`src/rtl/raster_stamp_dispatch_pkg.sv`:
```
// Shared raster dispatch types: default packet geometry, dispatch state, counter width.
package raster_stamp_dispatch_pkg;

  localparam int RSD_NUM_LANES = 4;
  localparam int RSD_STAMP_W   = 64;
  localparam int CNT_W         = 32;

  typedef enum logic {ST_RUN, ST_DONE} disp_state_e;

  typedef struct packed {
    logic [RSD_NUM_LANES-1:0][RSD_STAMP_W-1:0] stamps;
    logic                                      done;
  } stamp_pkt_t;

endpackage

```
`src/rtl/raster_stamp_dispatch_if.sv`:
```
// Raster unit source stream plus per-core response slots, seen from the dispatcher.
interface raster_stamp_dispatch_if
  import raster_stamp_dispatch_pkg::*;
#(
  parameter int NUM_CORES = 4,
  parameter int NUM_LANES = RSD_NUM_LANES,
  parameter int STAMP_W   = RSD_STAMP_W
) ();

  logic                                              frame_start;
  logic                                              src_valid;
  logic [NUM_LANES-1:0][STAMP_W-1:0]                 src_data;
  logic                                              src_done;
  logic                                              src_ready;
  logic [NUM_CORES-1:0]                              core_req_valid;
  logic [NUM_CORES-1:0]                              core_rsp_valid;
  logic [NUM_CORES-1:0][NUM_LANES-1:0][STAMP_W-1:0]  core_rsp_data;
  logic [NUM_CORES-1:0]                              core_rsp_done;
  logic [NUM_CORES-1:0]                              core_rsp_ready;
  logic                                              busy;
  logic [CNT_W-1:0]                                  stamp_count;

  modport slave (
    input  frame_start, src_valid, src_data, src_done, core_req_valid, core_rsp_ready,
    output src_ready, core_rsp_valid, core_rsp_data, core_rsp_done, busy, stamp_count
  );

  modport master (
    output frame_start, src_valid, src_data, src_done, core_req_valid, core_rsp_ready,
    input  src_ready, core_rsp_valid, core_rsp_data, core_rsp_done, busy, stamp_count
  );

endinterface

```
`src/rtl/raster_rr_arbiter.sv`:
```
// Round-robin arbiter: first requester at or after rr_ptr wins; pointer moves past the winner.
module raster_rr_arbiter #(
  parameter  int NUM_REQS = 4,
  localparam int IW       = $clog2(NUM_REQS)
) (
  input  logic                clk,
  input  logic                reset,
  input  logic [NUM_REQS-1:0] req,
  input  logic                gnt_en,
  input  logic                ptr_upd,
  output logic [NUM_REQS-1:0] gnt,
  output logic [IW-1:0]       gnt_idx
);

  logic [IW-1:0] rr_ptr;
  logic          found;
  int            c;

  always_comb begin
    found   = 1'b0;
    gnt_idx = '0;
    c       = 0;
    for (int k = 0; k < NUM_REQS; k++) begin
      c = int'(rr_ptr) + k;
      if (c >= NUM_REQS) c = c - NUM_REQS;
      if (!found && req[c]) begin
        found   = 1'b1;
        gnt_idx = IW'(c);
      end
    end
    gnt = (found && gnt_en) ? (NUM_REQS'(1) << gnt_idx) : '0;
  end

  always_ff @(posedge clk or negedge reset) begin
    if (!reset)
      rr_ptr <= '0;
    else if (ptr_upd && found)
      rr_ptr <= (gnt_idx == IW'(NUM_REQS-1)) ? '0 : gnt_idx + 1'b1;
  end

endmodule

```
`src/rtl/raster_stamp_dispatch.sv`:
```
// Shares one raster stamp stream among NUM_CORES response slots; after end-of-frame
// every further request is answered locally with a done packet until frame_start.
module raster_stamp_dispatch
  import raster_stamp_dispatch_pkg::*;
#(
  parameter int NUM_CORES = 4,
  parameter int NUM_LANES = RSD_NUM_LANES,
  parameter int STAMP_W   = RSD_STAMP_W
) (
  input  logic                    clk,
  input  logic                    reset,
  raster_stamp_dispatch_if.slave  bus
);

  localparam int IW = $clog2(NUM_CORES);

  disp_state_e                                      state;
  logic [NUM_CORES-1:0]                             slot_vld, slot_done, elig, gnt;
  logic [NUM_CORES-1:0][NUM_LANES-1:0][STAMP_W-1:0] slot_data;
  logic [CNT_W-1:0]                                 cnt;
  logic [IW-1:0]                                    win_idx;
  logic                                             fire;

  // A slot draining this cycle is still full, so its core is not regranted until next cycle.
  assign elig          = bus.core_req_valid & ~slot_vld;
  assign bus.src_ready = (state == ST_RUN) && (|elig);
  assign fire          = bus.src_valid & bus.src_ready;

  raster_rr_arbiter #(.NUM_REQS(NUM_CORES)) u_arb (
    .clk     (clk),
    .reset   (reset),
    .req     (elig),
    .gnt_en  (fire),
    .ptr_upd (fire),
    .gnt     (gnt),
    .gnt_idx (win_idx)
  );

  always_ff @(posedge clk or negedge reset) begin
    if (!reset) begin
      slot_vld  <= '0;
      slot_done <= '0;
      slot_data <= '0;
    end else begin
      for (int i = 0; i < NUM_CORES; i++) begin
        if (slot_vld[i] && bus.core_rsp_ready[i]) begin
          slot_vld[i]  <= 1'b0;
          slot_done[i] <= 1'b0;
        end else if (state == ST_DONE && elig[i]) begin
          slot_vld[i]  <= 1'b1;
          slot_done[i] <= 1'b1;
          slot_data[i] <= '0;
        end else if (gnt[i]) begin
          slot_vld[i]  <= 1'b1;
        end
      end
      // Winner slot is empty by construction, so this never collides with a drain.
      if (fire) begin
        slot_data[win_idx] <= bus.src_data;
        slot_done[win_idx] <= bus.src_done;
      end
    end
  end

  always_ff @(posedge clk or negedge reset) begin
    if (!reset) begin
      state <= ST_RUN;
      cnt   <= '0;
    end else begin
      case (state)
        ST_RUN: begin
          if (fire) begin
            if (bus.src_done) state <= ST_DONE;
            else              cnt   <= cnt + 1'b1;
          end
        end
        ST_DONE: begin
          if (bus.frame_start) begin
            state <= ST_RUN;
            cnt   <= '0;
          end
        end
        default: state <= ST_RUN;
      endcase
    end
  end

  assign bus.core_rsp_valid = slot_vld;
  assign bus.core_rsp_data  = slot_data;
  assign bus.core_rsp_done  = slot_done;
  assign bus.busy           = |slot_vld;
  assign bus.stamp_count    = cnt;

endmodule

```
`src/flat_wrapper.sv`:
```
// flat-port wrapper written by rule: the top's interface ports become plain ports
module raster_stamp_dispatch_flat import raster_stamp_dispatch_pkg::*;
#(
  parameter int NUM_CORES = 4,
  parameter int NUM_LANES = RSD_NUM_LANES,
  parameter int STAMP_W   = RSD_STAMP_W
)
  (clk, reset, bus_frame_start, bus_src_valid, bus_src_data, bus_src_done, bus_core_req_valid, bus_core_rsp_ready, bus_src_ready, bus_core_rsp_valid, bus_core_rsp_data, bus_core_rsp_done, bus_busy, bus_stamp_count);
  raster_stamp_dispatch_if #(.NUM_CORES(NUM_CORES), .NUM_LANES(NUM_LANES), .STAMP_W(STAMP_W)) bus_i ();
  input  logic clk;
  input  logic reset;
  input wire logic [$bits(bus_i.frame_start)-1:0] bus_frame_start;
  input wire logic [$bits(bus_i.src_valid)-1:0] bus_src_valid;
  input wire logic [$bits(bus_i.src_data)-1:0] bus_src_data;
  input wire logic [$bits(bus_i.src_done)-1:0] bus_src_done;
  input wire logic [$bits(bus_i.core_req_valid)-1:0] bus_core_req_valid;
  input wire logic [$bits(bus_i.core_rsp_ready)-1:0] bus_core_rsp_ready;
  output wire logic [$bits(bus_i.src_ready)-1:0] bus_src_ready;
  output wire logic [$bits(bus_i.core_rsp_valid)-1:0] bus_core_rsp_valid;
  output wire logic [$bits(bus_i.core_rsp_data)-1:0] bus_core_rsp_data;
  output wire logic [$bits(bus_i.core_rsp_done)-1:0] bus_core_rsp_done;
  output wire logic [$bits(bus_i.busy)-1:0] bus_busy;
  output wire logic [$bits(bus_i.stamp_count)-1:0] bus_stamp_count;
  assign bus_i.frame_start = bus_frame_start;
  assign bus_i.src_valid = bus_src_valid;
  assign bus_i.src_data = bus_src_data;
  assign bus_i.src_done = bus_src_done;
  assign bus_i.core_req_valid = bus_core_req_valid;
  assign bus_i.core_rsp_ready = bus_core_rsp_ready;
  assign bus_src_ready = bus_i.src_ready;
  assign bus_core_rsp_valid = bus_i.core_rsp_valid;
  assign bus_core_rsp_data = bus_i.core_rsp_data;
  assign bus_core_rsp_done = bus_i.core_rsp_done;
  assign bus_busy = bus_i.busy;
  assign bus_stamp_count = bus_i.stamp_count;
  raster_stamp_dispatch #(.NUM_CORES(NUM_CORES), .NUM_LANES(NUM_LANES), .STAMP_W(STAMP_W)) u_core (.clk(clk), .reset(reset), .bus(bus_i));
endmodule
```
`config.mk`:
```
export PLATFORM = sky130hd
export DESIGN_NAME = raster_stamp_dispatch_flat
export DESIGN_NICKNAME = d
export VERILOG_FILES = /design/src/rtl/raster_stamp_dispatch_pkg.sv /design/src/rtl/raster_stamp_dispatch_if.sv /design/src/rtl/raster_rr_arbiter.sv /design/src/rtl/raster_stamp_dispatch.sv /design/src/flat_wrapper.sv
export SDC_FILE = /design/constraint.sdc
export NUM_CORES = 2
export LEC_CHECK = 0
export ABC_CLOCK_PERIOD_IN_PS = 5440
export BUFFER_PORTS_ARGS = -buffer_cell sky130_fd_sc_hd__buf_2
export CAP_MARGIN = 30
export CORE_AREA = 2 2 519 521
export DETAILED_ROUTE_END_ITERATION = 12
export DIE_AREA = 0 0 521 523
export PLACE_DENSITY_LB_ADDON = 0.25
export REMOVE_ABC_BUFFERS = 1
export SLEW_MARGIN = 20
export SYNTH_ARGS = -nofsm -noshare
export SYNTH_HDL_FRONTEND = slang
export SYNTH_SLANG_ARGS = --single-unit
```
`constraint.sdc`:
```
create_clock -name clk -period 5.44 [get_ports clk]
set_input_delay 1.088 -clock clk [delete_from_list [all_inputs] [get_ports clk]]
set_output_delay 1.088 -clock clk [all_outputs]
set_load 0.005 [all_outputs]
```
==> results.ini <==
[layout]
final_util_pct=22.2
final_net_count=5676
fillCellCount=29300
final_cells=9058
area_growth_pct=35.7
drive_above_1_share_pct=29.9

[worst_setup_path]
critPathKind=reg2reg
worstSetupEndpointType=register
path_max_fanout=26
cp.arrival_ps=3980
worstPathRequired_ps=6100
worst_setup_path_start_kind=register

[floorplan]
fp-row-count=190
die_w_um=521
core-area_um2=267000
start_util_pct=16.4
die_area_um2=272000
boundaryPins=1335
die_h_um=523

[pwr]
p_per_area_nw_per_um2=575
cellLeakagePower_nw=32.6
p_total_mw=34.1
ir_drop_mv=0.239

[detailed_routing]
dr.pass1.iters=7
first_iter_violations=2035
vias=35500
drc_errors=0
wl_um=218000
wl_per_cell_um=24.1
routed_via_density=3.92
drtAntennaViolNets=0

[clock_network]
cts_tree=built
hold_buffers=0
post_cts_resized=0
htree_levels=4
clkTransAtPathRegs_ps=60
cts_buffers=142
cts.path.max_buffers=4
cts_sinks=1067
clockRootBuffer=clkbuf_16
clock_latency_ps=810
post-cts-setup-buffer-count=0

[sta]
rsz0062_at_grt=no
tightest_slew_ps=978
setup_violations=0
finalHoldViolCount=0
slew_violations=0
fin_skew_ps=74.1
relSlewSlack_pct=34.8
fmax_ghz=0.301
setup_tns_ps=0
timing.final.crit_share_pct=61.0
period_minus_slack_ps=3320

[worst_hold_path]
min_path_type=in2async

[global_route]
grt_start_max_net_pins=143
antenna_found_initial=92
grt_pass1_wl_um=300000
overflow=0
grt_util_all_layers_pct=15.4
grt_pass1_vias=36200

[yosys]
synthTopCellsByArea=dfrtp_1 (61%), mux2i_1 (18%), nand2_1 (11%)
synth-seq-area-share_pct=61.0
synth_cells=4100
synth_top_area_share_pct=61.0
yosysWarnings=0
yosys.cell_types.count=43
synth_area_per_cell_um2=10.7
synth_area_um2=43800
synth_top_cell_by_area=dfrtp_1
ys_ff_latch=1067

[place]
globalplace.congestion=0.867
port-buffer-count=1334
dp_hpwl_um=164000
place_inst=8813

[run_status]
status=finished, final reports clean

[run]
cap_violations=0

[worst max-delay path: stages (launching register included)]
cell     delay, ps
dfrtp_1        460
nor2b_1        450
a21oi_1        120
o21ai_0        610
or3_4          590
buf_12         270
buf_12         280
mux2i_1        230
[path summary, 6_finish.rpt]
check                                                    startpoint                                       to  slack [ps]  cells after the start
min                                                           reset  u_core.bus.core_rsp_data[908]$_DFF_PN0_         420                      1
min reg2reg                 u_core.bus.core_rsp_data[665]$_DFF_PN0_  u_core.bus.core_rsp_data[665]$_DFF_PN0_         520                      2
max in group asynchronous                                     reset  u_core.bus.core_rsp_data[968]$_DFF_PN0_        3640                      2
min in group clk                                   bus_src_data[68]  u_core.bus.core_rsp_data[324]$_DFF_PN0_         510                      3
max                        u_core.bus.core_rsp_valid[0]$_DFFE_PN0P_  u_core.bus.core_rsp_data[729]$_DFF_PN0_        2120                      7
max reg2reg                u_core.bus.core_rsp_valid[0]$_DFFE_PN0P_  u_core.bus.core_rsp_data[729]$_DFF_PN0_        2120                      7
[logic make-up after synthesis]
kind of cell / synth area share [%]
fa+ha+maj: 0.0572
mux: 17.6
buf+inv: 4.82
simple gates: 12.4
xor+xnor: 0.320
compound gates: 3.77
flops: 61.0
[cell type report]
class	count	area (µm²)	area share, %
Tap cell	3552	4440	7.48
Clock buffer	199	4030	6.78
Sequential cell	1067	26700	45.0
Inverter	265	995	1.67
Multi-Input combinational cell	2501	15000	25.3
Clock inverter	30	395	0.666
Antenna cell	16	40.0	0.0674
Timing Repair Buffer	1428	7770	13.1
[report_power, final]
group	switching (mW)	internal [mW]	total, mW	leakage [nW]
Sequential	1.90	11.2	13.1	13.8
Clock	3.76	5.51	9.27	2.15
Combinational	7.00	4.73	11.7	16.7
[metal layers]
metal	wire [µm]	global-route usage [%]	vias up
li1	-	-	15800
met3	20600	5.71	360
met5	157	0	-
met2	98100	24.3	1435
met4	6730	4.41	24
met1	92600	19.6	17900
[layout by cell type, fill, tap and decap left out, types with 3 or more instances in the layout]
master,synthesis,routed
a21oi_1,15,15
buf_12,0,30
buf_2,83,1333
buf_4,2,63
bufinv_16,0,8
clkbuf_1,181,32
clkbuf_16,0,143
clkbuf_8,0,24
clkinv_2,0,8
clkinvlp_4,0,6
dfrtp_1,1067,1067
diode_2,0,16
inv_1,265,265
inv_6,0,7
mux2i_1,771,771
nand2_1,1303,1299
nand2_4,0,4
nand2b_1,6,6
nand3_1,16,15
nand4_1,5,5
nor2_1,29,29
nor2b_1,4,4
nor4_1,10,10
o21ai_0,275,275
o221ai_1,4,4
o31ai_1,3,3
or3_1,8,7
or4_1,5,5
xnor2_1,15,15
[synthesized netlist by cell type]
master     count
a22o_1         1
buf_1          1
o21a_1         2
nor3b_1        1
mux2i_1      771
a21boi_1       1
o31ai_1        3
nor4_1        10
or3_4          1
o41ai_1        1
inv_1        265
nand2_1     1303
ha_1           2
a41oi_2        1
xnor2_1       15
buf_4          2
buf_2         83
nand4_2        1
and4_1         1
a41oi_1        1
or4_1          5
nand2b_1       6
nand4_1        5
a21boi_0       1
xor2_1         1
o41a_1         1
nor2b_1        4
nor2_1        29
a211oi_1       2
nor3_1         3
dfrtp_1     1067
or2_2          2
and3_1         2
o31a_1         2
o221ai_1       4
o21ai_0      275
nand3_1       16
a21oi_1       15
clkbuf_1     181
or3_1          8
a211o_1        1
and2_1         2
a2111oi_0      2
[through the flow]
stage / instance area (µm²) / setup WS [ps] / hold WS, ps
floorplan: 42600 / -22770 / 514
global placement: 54900 / 1440 / 509
global route: 59400 / 1910 / 379
CTS: 59400 / 2130 / 362
finish: 59400 / 2120 / 417
detailed placement: 54900 / 1380 / 511
[flip-flops by register name (all words and copies together) (netlist names)]
| register | cells |
|---|---|
| u_core.bus.core_rsp_valid | 4 |
| u_core.bus.core_rsp_done | 4 |
| u_core.state | 1 |
| u_core.bus.stamp_count | 32 |
| u_core.u_arb.rr_ptr | 2 |
| u_core.bus.core_rsp_data | 1024 |
No activity file was read; power rests on OpenSTA's default activity.
